[src/rtl/cmd_tag_arbiter_pkg.sv]
// Shared types and constants for the AFU command tag arbiter.
package cmd_tag_arbiter_pkg;

  localparam int TAG_COUNT          = 256;
  localparam int CMD_TAG_BITS       = $clog2(TAG_COUNT);
  localparam int NUM_CMD_REQUESTERS = 4;
  localparam int CU_ID_RANGE        = 8;

  typedef logic [CMD_TAG_BITS-1:0] cmd_tag_t;
  typedef logic [CU_ID_RANGE-1:0]  cu_id_t;

  localparam cmd_tag_t INVALID_TAG = '0;

  typedef enum logic [1:0] {
    IDLE  = 2'd0,
    RUN   = 2'd1,
    DRAIN = 2'd2
  } cmd_arb_state_t;

endpackage

[src/rtl/cmd_tag_arbiter_if.sv]
// Requester, AFU command and AFU response signals shared by the arbiter and its peers.
interface cmd_tag_arbiter_if
  import cmd_tag_arbiter_pkg::*;
#(
  parameter int NUM_REQ      = NUM_CMD_REQUESTERS,
  parameter int PAYLOAD_BITS = 128
);

  logic [NUM_REQ-1:0]             req_valid;
  logic [NUM_REQ*PAYLOAD_BITS-1:0] req_payload;
  logic [NUM_REQ*CU_ID_RANGE-1:0]  req_cu_id;
  logic [NUM_REQ-1:0]             req_ready;

  logic                           cmd_valid;
  logic [PAYLOAD_BITS-1:0]        cmd_payload;
  cmd_tag_t                       cmd_tag;
  logic                           cmd_ready;

  logic                           rsp_valid;
  cmd_tag_t                       rsp_tag;
  logic                           rsp_out_valid;
  cmd_tag_t                       rsp_out_tag;
  cu_id_t                         rsp_out_cu_id;

  modport slave (
    input  req_valid, req_payload, req_cu_id, cmd_ready, rsp_valid, rsp_tag,
    output req_ready, cmd_valid, cmd_payload, cmd_tag,
           rsp_out_valid, rsp_out_tag, rsp_out_cu_id
  );

  modport master (
    output req_valid, req_payload, req_cu_id, cmd_ready, rsp_valid, rsp_tag,
    input  req_ready, cmd_valid, cmd_payload, cmd_tag,
           rsp_out_valid, rsp_out_tag, rsp_out_cu_id
  );

endinterface

[src/rtl/cmd_tag_arbiter_tag_free_list.sv]
// Circular FIFO of returned command tags; a push and a pop may occur in the same cycle.
module tag_free_list
  import cmd_tag_arbiter_pkg::*;
#(
  parameter int DEPTH = TAG_COUNT - 1,
  parameter int CNT_W = $clog2(DEPTH + 1)
) (
  input  logic             clock,
  input  logic             rstn,
  input  logic             push_i,
  input  cmd_tag_t         push_tag_i,
  input  logic             pop_i,
  output cmd_tag_t         pop_tag_o,
  output logic             empty_o,
  output logic [CNT_W-1:0] count_o
);
  localparam int PTR_W = (DEPTH > 1) ? $clog2(DEPTH) : 1;

  cmd_tag_t         mem_q [DEPTH];
  logic [PTR_W-1:0] rd_ptr_q, rd_ptr_d;
  logic [PTR_W-1:0] wr_ptr_q, wr_ptr_d;
  logic [CNT_W-1:0] count_q, count_d;
  logic             do_push, do_pop;

  function automatic logic [PTR_W-1:0] ptr_inc(input logic [PTR_W-1:0] p);
    return (p == PTR_W'(DEPTH - 1)) ? '0 : p + PTR_W'(1);
  endfunction

  assign do_pop  = pop_i && (count_q != '0);
  // A full list can still accept a push when the same cycle frees a slot.
  assign do_push = push_i && ((count_q != CNT_W'(DEPTH)) || do_pop);

  always_comb begin
    rd_ptr_d = rd_ptr_q;
    wr_ptr_d = wr_ptr_q;
    count_d  = count_q + CNT_W'(do_push) - CNT_W'(do_pop);
    if (do_pop)  rd_ptr_d = ptr_inc(rd_ptr_q);
    if (do_push) wr_ptr_d = ptr_inc(wr_ptr_q);
  end

  always_ff @(posedge clock or negedge rstn) begin
    if (!rstn) begin
      rd_ptr_q <= '0;
      wr_ptr_q <= '0;
      count_q  <= '0;
    end else begin
      rd_ptr_q <= rd_ptr_d;
      wr_ptr_q <= wr_ptr_d;
      count_q  <= count_d;
    end
  end

  always_ff @(posedge clock) begin
    if (do_push) mem_q[wr_ptr_q] <= push_tag_i;
  end

  assign pop_tag_o = mem_q[rd_ptr_q];
  assign empty_o   = (count_q == '0);
  assign count_o   = count_q;

endmodule

[src/rtl/cmd_tag_arbiter.sv]
// Round-robin AFU command arbiter with tag allocation and CU-ID response routing.
// Define CMD_TAG_CHECK_EN to add the in-flight tag bitmap and sticky tag_error.
module cmd_tag_arbiter
  import cmd_tag_arbiter_pkg::*;
#(
  parameter int NUM_REQ      = NUM_CMD_REQUESTERS,
  parameter int PAYLOAD_BITS = 128
) (
  input  logic                  clock,
  input  logic                  rstn,
  input  logic                  enabled_i,
  cmd_tag_arbiter_if.slave      bus,
  output logic [CMD_TAG_BITS:0] tags_in_flight_o,
  output logic                  drained_o,
  output logic                  tag_error_o
);
  localparam int RR_W  = (NUM_REQ > 1) ? $clog2(NUM_REQ) : 1;
  localparam int CNT_W = CMD_TAG_BITS + 1;

  cmd_arb_state_t          state_q;
  logic [RR_W-1:0]         rr_ptr_q, rr_ptr_d;
  logic [CNT_W-1:0]        fresh_q;
  logic [CNT_W-1:0]        inflight_q;
  logic                    cmd_valid_q;
  logic [PAYLOAD_BITS-1:0] cmd_payload_q;
  cmd_tag_t                cmd_tag_q;
  logic                    rsp_out_valid_q;
  cmd_tag_t                rsp_out_tag_q;
  cu_id_t                  rsp_out_cu_id_q;
  logic                    drained_q;
  cu_id_t                  tag_table_q [TAG_COUNT];

  logic [RR_W:0]           pick;
  logic                    req_any;
  logic [RR_W-1:0]         winner;
  logic                    slot_free, tag_avail, grant;
  logic [NUM_REQ-1:0]      req_ready;
  logic [PAYLOAD_BITS-1:0] win_payload;
  cu_id_t                  win_cu_id;
  logic                    fl_empty, fl_pop;
  cmd_tag_t                fl_pop_tag, alloc_tag;
  logic [CMD_TAG_BITS-1:0] fl_count;
  logic                    rsp_nonzero, rsp_known, rsp_accept;

  // Returns {found, index} of the first valid requester at or after ptr.
  function automatic logic [RR_W:0] rr_pick(input logic [NUM_REQ-1:0] vld,
                                            input logic [RR_W-1:0]    ptr);
    logic [RR_W:0] res;
    res = '0;
    for (int k = NUM_REQ - 1; k >= 0; k--) begin
      for (int i = 0; i < NUM_REQ; i++) begin
        if (vld[i] && (((int'(ptr) + k) % NUM_REQ) == i)) res = {1'b1, RR_W'(i)};
      end
    end
    return res;
  endfunction

  assign pick      = rr_pick(bus.req_valid, rr_ptr_q);
  assign req_any   = pick[RR_W];
  assign winner    = pick[RR_W-1:0];
  assign rr_ptr_d  = (winner == RR_W'(NUM_REQ - 1)) ? '0 : winner + RR_W'(1);
  assign slot_free = !cmd_valid_q || bus.cmd_ready;
  assign tag_avail = (fl_count != '0) || (fresh_q != CNT_W'(TAG_COUNT));
  assign grant     = (state_q == RUN) && slot_free && tag_avail && req_any;
  assign fl_pop    = grant && !fl_empty;
  assign alloc_tag = fl_empty ? fresh_q[CMD_TAG_BITS-1:0] : fl_pop_tag;

  // Requester 0 occupies the most significant slice of the packed buses.
  always_comb begin
    req_ready   = '0;
    win_payload = '0;
    win_cu_id   = '0;
    for (int i = 0; i < NUM_REQ; i++) begin
      if (winner == RR_W'(i)) begin
        req_ready[i] = grant;
        win_payload  = bus.req_payload[(NUM_REQ-1-i)*PAYLOAD_BITS +: PAYLOAD_BITS];
        win_cu_id    = bus.req_cu_id[(NUM_REQ-1-i)*CU_ID_RANGE +: CU_ID_RANGE];
      end
    end
  end

  assign rsp_nonzero = bus.rsp_valid && (bus.rsp_tag != INVALID_TAG);
  assign rsp_accept  = rsp_nonzero && rsp_known;

`ifdef CMD_TAG_CHECK_EN
  logic [TAG_COUNT-1:0] live_q;
  logic                 tag_error_q;

  assign rsp_known = live_q[bus.rsp_tag];

  always_ff @(posedge clock or negedge rstn) begin
    if (!rstn) begin
      live_q      <= '0;
      tag_error_q <= 1'b0;
    end else begin
      if (grant)                    live_q[alloc_tag]   <= 1'b1;
      if (rsp_accept)               live_q[bus.rsp_tag] <= 1'b0;
      if (rsp_nonzero && !rsp_known) tag_error_q        <= 1'b1;
    end
  end

  assign tag_error_o = tag_error_q;
`else
  assign rsp_known   = 1'b1;
  assign tag_error_o = 1'b0;
`endif

  tag_free_list #(
    .DEPTH (TAG_COUNT - 1),
    .CNT_W (CMD_TAG_BITS)
  ) u_free_list (
    .clock      (clock),
    .rstn       (rstn),
    .push_i     (rsp_accept),
    .push_tag_i (bus.rsp_tag),
    .pop_i      (fl_pop),
    .pop_tag_o  (fl_pop_tag),
    .empty_o    (fl_empty),
    .count_o    (fl_count)
  );

  always_ff @(posedge clock or negedge rstn) begin
    if (!rstn) begin
      state_q         <= IDLE;
      rr_ptr_q        <= '0;
      fresh_q         <= CNT_W'(1);
      inflight_q      <= '0;
      cmd_valid_q     <= 1'b0;
      cmd_payload_q   <= '0;
      cmd_tag_q       <= INVALID_TAG;
      rsp_out_valid_q <= 1'b0;
      rsp_out_tag_q   <= INVALID_TAG;
      rsp_out_cu_id_q <= '0;
      drained_q       <= 1'b0;
    end else begin
      drained_q <= 1'b0;
      case (state_q)
        IDLE:    if (enabled_i) state_q <= RUN;
        RUN:     if (!enabled_i) state_q <= DRAIN;
        DRAIN: begin
          if (enabled_i) begin
            state_q <= RUN;
          end else if ((inflight_q == '0) && !cmd_valid_q) begin
            state_q   <= IDLE;
            drained_q <= 1'b1;
          end
        end
        default: state_q <= IDLE;
      endcase

      // A grant alongside cmd_ready replaces the outgoing command for back-to-back issue.
      if (grant) begin
        rr_ptr_q      <= rr_ptr_d;
        cmd_valid_q   <= 1'b1;
        cmd_payload_q <= win_payload;
        cmd_tag_q     <= alloc_tag;
      end else if (bus.cmd_ready) begin
        cmd_valid_q   <= 1'b0;
      end

      if (grant && fl_empty) fresh_q <= fresh_q + CNT_W'(1);

      rsp_out_valid_q <= rsp_accept;
      if (rsp_accept) begin
        rsp_out_tag_q   <= bus.rsp_tag;
        rsp_out_cu_id_q <= tag_table_q[bus.rsp_tag];
      end

      if (grant && !rsp_accept)      inflight_q <= inflight_q + CNT_W'(1);
      else if (!grant && rsp_accept) inflight_q <= inflight_q - CNT_W'(1);
    end
  end

  always_ff @(posedge clock) begin
    if (grant) tag_table_q[alloc_tag] <= win_cu_id;
  end

  assign bus.req_ready     = req_ready;
  assign bus.cmd_valid     = cmd_valid_q;
  assign bus.cmd_payload   = cmd_payload_q;
  assign bus.cmd_tag       = cmd_tag_q;
  assign bus.rsp_out_valid = rsp_out_valid_q;
  assign bus.rsp_out_tag   = rsp_out_tag_q;
  assign bus.rsp_out_cu_id = rsp_out_cu_id_q;
  assign tags_in_flight_o  = inflight_q;
  assign drained_o         = drained_q;

endmodule

[src/flat_wrapper.sv]
// flat-port wrapper written by rule: the top's interface ports become plain ports
module cmd_tag_arbiter_flat import cmd_tag_arbiter_pkg::*;
#(
  parameter int NUM_REQ      = NUM_CMD_REQUESTERS,
  parameter int PAYLOAD_BITS = 128
)
  (clock, rstn, enabled_i, tags_in_flight_o, drained_o, tag_error_o, bus_req_valid, bus_req_payload, bus_req_cu_id, bus_cmd_ready, bus_rsp_valid, bus_rsp_tag, bus_req_ready, bus_cmd_valid, bus_cmd_payload, bus_cmd_tag, bus_rsp_out_valid, bus_rsp_out_tag, bus_rsp_out_cu_id);
  cmd_tag_arbiter_if #(.NUM_REQ(NUM_REQ), .PAYLOAD_BITS(PAYLOAD_BITS)) bus_i ();
  input  logic clock;
  input  logic rstn;
  input  logic enabled_i;
  output logic [CMD_TAG_BITS:0] tags_in_flight_o;
  output logic drained_o;
  output logic tag_error_o;
  input wire logic [$bits(bus_i.req_valid)-1:0] bus_req_valid;
  input wire logic [$bits(bus_i.req_payload)-1:0] bus_req_payload;
  input wire logic [$bits(bus_i.req_cu_id)-1:0] bus_req_cu_id;
  input wire logic [$bits(bus_i.cmd_ready)-1:0] bus_cmd_ready;
  input wire logic [$bits(bus_i.rsp_valid)-1:0] bus_rsp_valid;
  input wire logic [$bits(bus_i.rsp_tag)-1:0] bus_rsp_tag;
  output wire logic [$bits(bus_i.req_ready)-1:0] bus_req_ready;
  output wire logic [$bits(bus_i.cmd_valid)-1:0] bus_cmd_valid;
  output wire logic [$bits(bus_i.cmd_payload)-1:0] bus_cmd_payload;
  output wire logic [$bits(bus_i.cmd_tag)-1:0] bus_cmd_tag;
  output wire logic [$bits(bus_i.rsp_out_valid)-1:0] bus_rsp_out_valid;
  output wire logic [$bits(bus_i.rsp_out_tag)-1:0] bus_rsp_out_tag;
  output wire logic [$bits(bus_i.rsp_out_cu_id)-1:0] bus_rsp_out_cu_id;
  assign bus_i.req_valid = bus_req_valid;
  assign bus_i.req_payload = bus_req_payload;
  assign bus_i.req_cu_id = bus_req_cu_id;
  assign bus_i.cmd_ready = bus_cmd_ready;
  assign bus_i.rsp_valid = bus_rsp_valid;
  assign bus_i.rsp_tag = bus_rsp_tag;
  assign bus_req_ready = bus_i.req_ready;
  assign bus_cmd_valid = bus_i.cmd_valid;
  assign bus_cmd_payload = bus_i.cmd_payload;
  assign bus_cmd_tag = bus_i.cmd_tag;
  assign bus_rsp_out_valid = bus_i.rsp_out_valid;
  assign bus_rsp_out_tag = bus_i.rsp_out_tag;
  assign bus_rsp_out_cu_id = bus_i.rsp_out_cu_id;
  cmd_tag_arbiter #(.NUM_REQ(NUM_REQ), .PAYLOAD_BITS(PAYLOAD_BITS)) u_core (.clock(clock), .rstn(rstn), .enabled_i(enabled_i), .bus(bus_i), .tags_in_flight_o(tags_in_flight_o), .drained_o(drained_o), .tag_error_o(tag_error_o));
endmodule
[config.mk]
export PLATFORM = sky130hd
export DESIGN_NAME = cmd_tag_arbiter_flat
export DESIGN_NICKNAME = d
export VERILOG_FILES = /design/src/rtl/cmd_tag_arbiter_pkg.sv /design/src/rtl/cmd_tag_arbiter_if.sv /design/src/rtl/cmd_tag_arbiter_tag_free_list.sv /design/src/rtl/cmd_tag_arbiter.sv /design/src/flat_wrapper.sv
export SDC_FILE = /design/constraint.sdc
export NUM_CORES = 2
export LEC_CHECK = 0
export ABC_CLOCK_PERIOD_IN_PS = 20400
export CORE_MARGIN = 10
export CORE_UTILIZATION = 40
export DETAILED_ROUTE_END_ITERATION = 7
export GPL_TIMING_DRIVEN = 0
export PLACE_DENSITY = 0.55
export SLEW_MARGIN = 20
export SYNTH_ARGS = -nofsm -noshare
export SYNTH_HDL_FRONTEND = slang
export SYNTH_SLANG_ARGS = --single-unit
[constraint.sdc]
create_clock -name clock -period 20.4 [get_ports clock]
set_input_delay 2.04 -clock clock [delete_from_list [all_inputs] [get_ports clock]]
set_output_delay 2.04 -clock clock [all_outputs]
set_load 0.01 [all_outputs]
==> flow_summary.toml <==
[setup_path]
path_max_fanout = 11
crit_buf_inv = 8
crit_chain = "buf_4 -> buf_6 -> buf_2 -> buf_4 -> buf_4 -> buf_2 -> buf_2 -> o21ai_0 -> a22oi_1 -> o21ai_0 -> nor4_2 -> o211a_1 -> and3_1 -> nand3_1 -> buf_2 -> nor3_2"
end_kind = "register"
critPathRequiredTime_ps = 21050
cpMaxStageDelayCell = "buf_2"
arrival_ps = 10580
critical_path.most_common_cell = "buf_2"
critPathLaunchType = "register"
crit_type = "reg2reg"
path_depth = 16
slowest_delay_ps = 930
r2r_cells = 16
critPathTopFamily = "buffers and inverters"

[sta]
whs_ps = 474
setup_viol = 0
relSlewSlack = 0.0565
timing.final.crit_share = 0.487
fin_skew_ps = 93.0
worst_slew_pin_slew_ps = 1420
fin_setup_tns_ps = 0
hold_viol_final = 0
fin_crit_ps = 9940
grt_setup_unrepaired = "false"
timing.fmax_mhz = 101
slew_violations = 0

[clock_network]
clock_latency_ps = 1060
cts_root_buf = "clkbuf_16"
worst_setup_hold_path_clk_slew_ps = 60
clock_sinks = 4289
cts_hold_buf = 0
cts_buffer_depth = 4
htree_levels = 5
cts_setup_buffers = 0
cts_tree = "yes"
numCtsBuffers = 447
ctsResizeCount = 0

[synthesis]
syn-mean-instance-area_um2 = 19.6
synth_nets = 9353
ys_types = 98
synth_top_family_by_area = "multiplexers"
yosysWarnings = 0
synth-xor-area-share = 0.00148
synth_enable_flop_cells = 4088
yosysSeqAreaShare = 0.746
async_flop_share = 0.0469
ys_ff_latch = 4289
synth-compound-area-share = 0.0410
syn-cell-area_um2 = 171000
synthMuxAreaShare = 0.153
yosys.area_share.simple = 0.0378
syn_inst = 8757
synth_flop_cell = "edfxtp_1"
synth_fa_ha_area_frac = 0.00265

[pwr]
power.leakage_nw = 65.8
ir_worst_vdd_v = 0.000122
total_power_mw = 29.5
p_per_area_nw_per_um2 = 144

[cells_and_area]
multi_input_area_um2 = 41100
fin_nets = 10700
final-seq-area_um2 = 128000
final_common_cell = "edfxtp_1"
instances_no_fill = 16200
layout_common_cells = "edfxtp_1 (4088), mux4_2 (1051), clkdlybuf4s50_1 (718)"
fillers = 35600
areaGrowthSynthToFinish_pct = 19.8
drive_above_1_share = 0.233

[grt]
grt_pass1_wl_um = 949000
grt_antenna_before_repair = 123
grt_max_degree = 125
first_global_vias = 99400
grt_overflow_total = 0
gr-usage-all-layers = 0.314

[detailed_routing]
route.detailed.wl_per_inst_um = 45.0
viasPerCell = 6.28
drc = 0
antenna_left = 0
dr.pass1.iters = 6
wl_um = 730000
route.vias.total = 102000
drtIter0Drc = 16100

[placed_design]
dp.cells = 15400
io_buffers = 727
dpl.hpwl_um = 533000
gp_congestion = 1.03

[die]
fp.dieW_um = 674
num_rows = 240
die_area_um2 = 455000
core-area_um2 = 427000
ioPinCount = 730
die_h_um = 674
initial_utilization = 0.401

[worst_hold_path]
worst_hold_path_type = "reg2reg"
min_path_cells = 2

[flow_run]
max-cap-violations = 0

[status]
outcome = "finished clean"
-- cell usage after synthesis, types with 24 or more instances --
library cell	n	area (um^2)
a22oi_1	304	2280
inv_1	30	113
edfxtp_1	4088	123000
mux4_2	1051	23700
nor3_1	65	325
a211oi_1	31	233
o22ai_1	25	156
ha_1	33	413
buf_6	48	541
buf_1	85	319
mux2_2	45	507
nor4_1	51	319
buf_4	43	323
nor2b_1	73	457
mux2i_1	158	1580
nand2b_1	24	150
a21oi_1	370	1850
nand3_1	67	335
nand2_1	296	1110
dfrtp_1	200	5000
nor2_1	700	2630
o21ai_0	183	916
a22o_1	28	245
buf_2	79	395
clkbuf_1	319	1200
-- state kept, by name, indices dropped and copies added, names as in the netlist, 9 cells and up --
| name | count |
|---|---|
| u_core.u_free_list.mem_q | 2040 |
| u_core.fresh_q | 9 |
| u_core.bus.cmd_payload | 128 |
| u_core.tag_table_q | 2048 |
| u_core.tags_in_flight_o | 9 |
-- report_power, final --
| part | total [mW] | switching (mW) | internal, mW |
|---|---|---|---|
| sequential | 10.8 | 0.170 | 10.6 |
| clock | 8.12 | 3.58 | 4.54 |
| combinational | 10.6 | 7.58 | 3.02 |
-- final cells by class --
| type | instances | area share |
|---|---|---|
| flip-flops and latches | 4289 | 0.623 |
| clock buffers | 542 | 0.0568 |
| inverters | 33 | 0.000604 |
| repair buffers | 931 | 0.0558 |
| diodes | 35 | 0.000427 |
| plain buffers | 587 | 0.0155 |
| clock inverters | 284 | 0.0131 |
| well taps | 5687 | 0.0347 |
| multi-input cells | 3848 | 0.200 |
-- routing by layer --
layer	global-route usage	wire length [um]	up-vias
li1	-	-	38900
met4	0.168	48900	34
met1	0.412	276000	54300
met3	0.0836	76700	1696
met2	0.478	329000	7073
met5	0.000631	268	-
-- logic make-up (layout without fill, tap and decap cells) --
kind of cell | after synthesis | in the layout
adder cells (fa/ha/maj) | 35 | 35
XOR/XNOR | 29 | 29
AO/OA/AOI/OAI | 1095 | 1095
buffers and inverters | 620 | 2377
flip-flops | 4289 | 4289
multiplexers | 1270 | 1270
other | 1 | 36
AND/OR/NAND/NOR | 1418 | 1418
-- metrics by stage --
step / area [um^2] / setup slack (ps) / util
after floorplan: 171000 / 4440 / -
after CTS: 205000 / 10770 / 0.480
after global placement: 186000 / -12510 / 0.435
final: 205000 / 10460 / 0.480
after detailed placement: 191000 / 10800 / 0.446
after global routing: 205000 / 10600 / 0.480
-- worst reg2reg max path: cells and delay by family, from the launching register on --
family                 cells  cell delay, ps
DFF                        1             390
and+or+nand+nor            4            2540
buffers and inverters      8            4960
AOI/OAI and AO/OA          4            1640
-- worst paths after layout --
kind,from,endpoint,slack (ps)
max,u_core.u_free_list.rd_ptr_q[1]$_DFFE_PN0P_,u_core.tag_table_q[168][5]$_DFFE_PP_,10460
min,u_core.bus.rsp_out_tag[4]$_DFFE_PN0P_,u_core.bus.rsp_out_tag[4]$_DFFE_PN0P_,470
max reg2reg,u_core.u_free_list.rd_ptr_q[1]$_DFFE_PN0P_,u_core.tag_table_q[168][5]$_DFFE_PP_,10460
min reg2reg,u_core.bus.rsp_out_tag[4]$_DFFE_PN0P_,u_core.bus.rsp_out_tag[4]$_DFFE_PN0P_,470
max in group asynchronous,rstn,u_core.bus.cmd_payload[83]$_DFFE_PN0P_,18320
min in group asynchronous,rstn,u_core.bus.rsp_out_cu_id[7]$_DFFE_PN0P_,880
(Power assumes the default switching activity.)
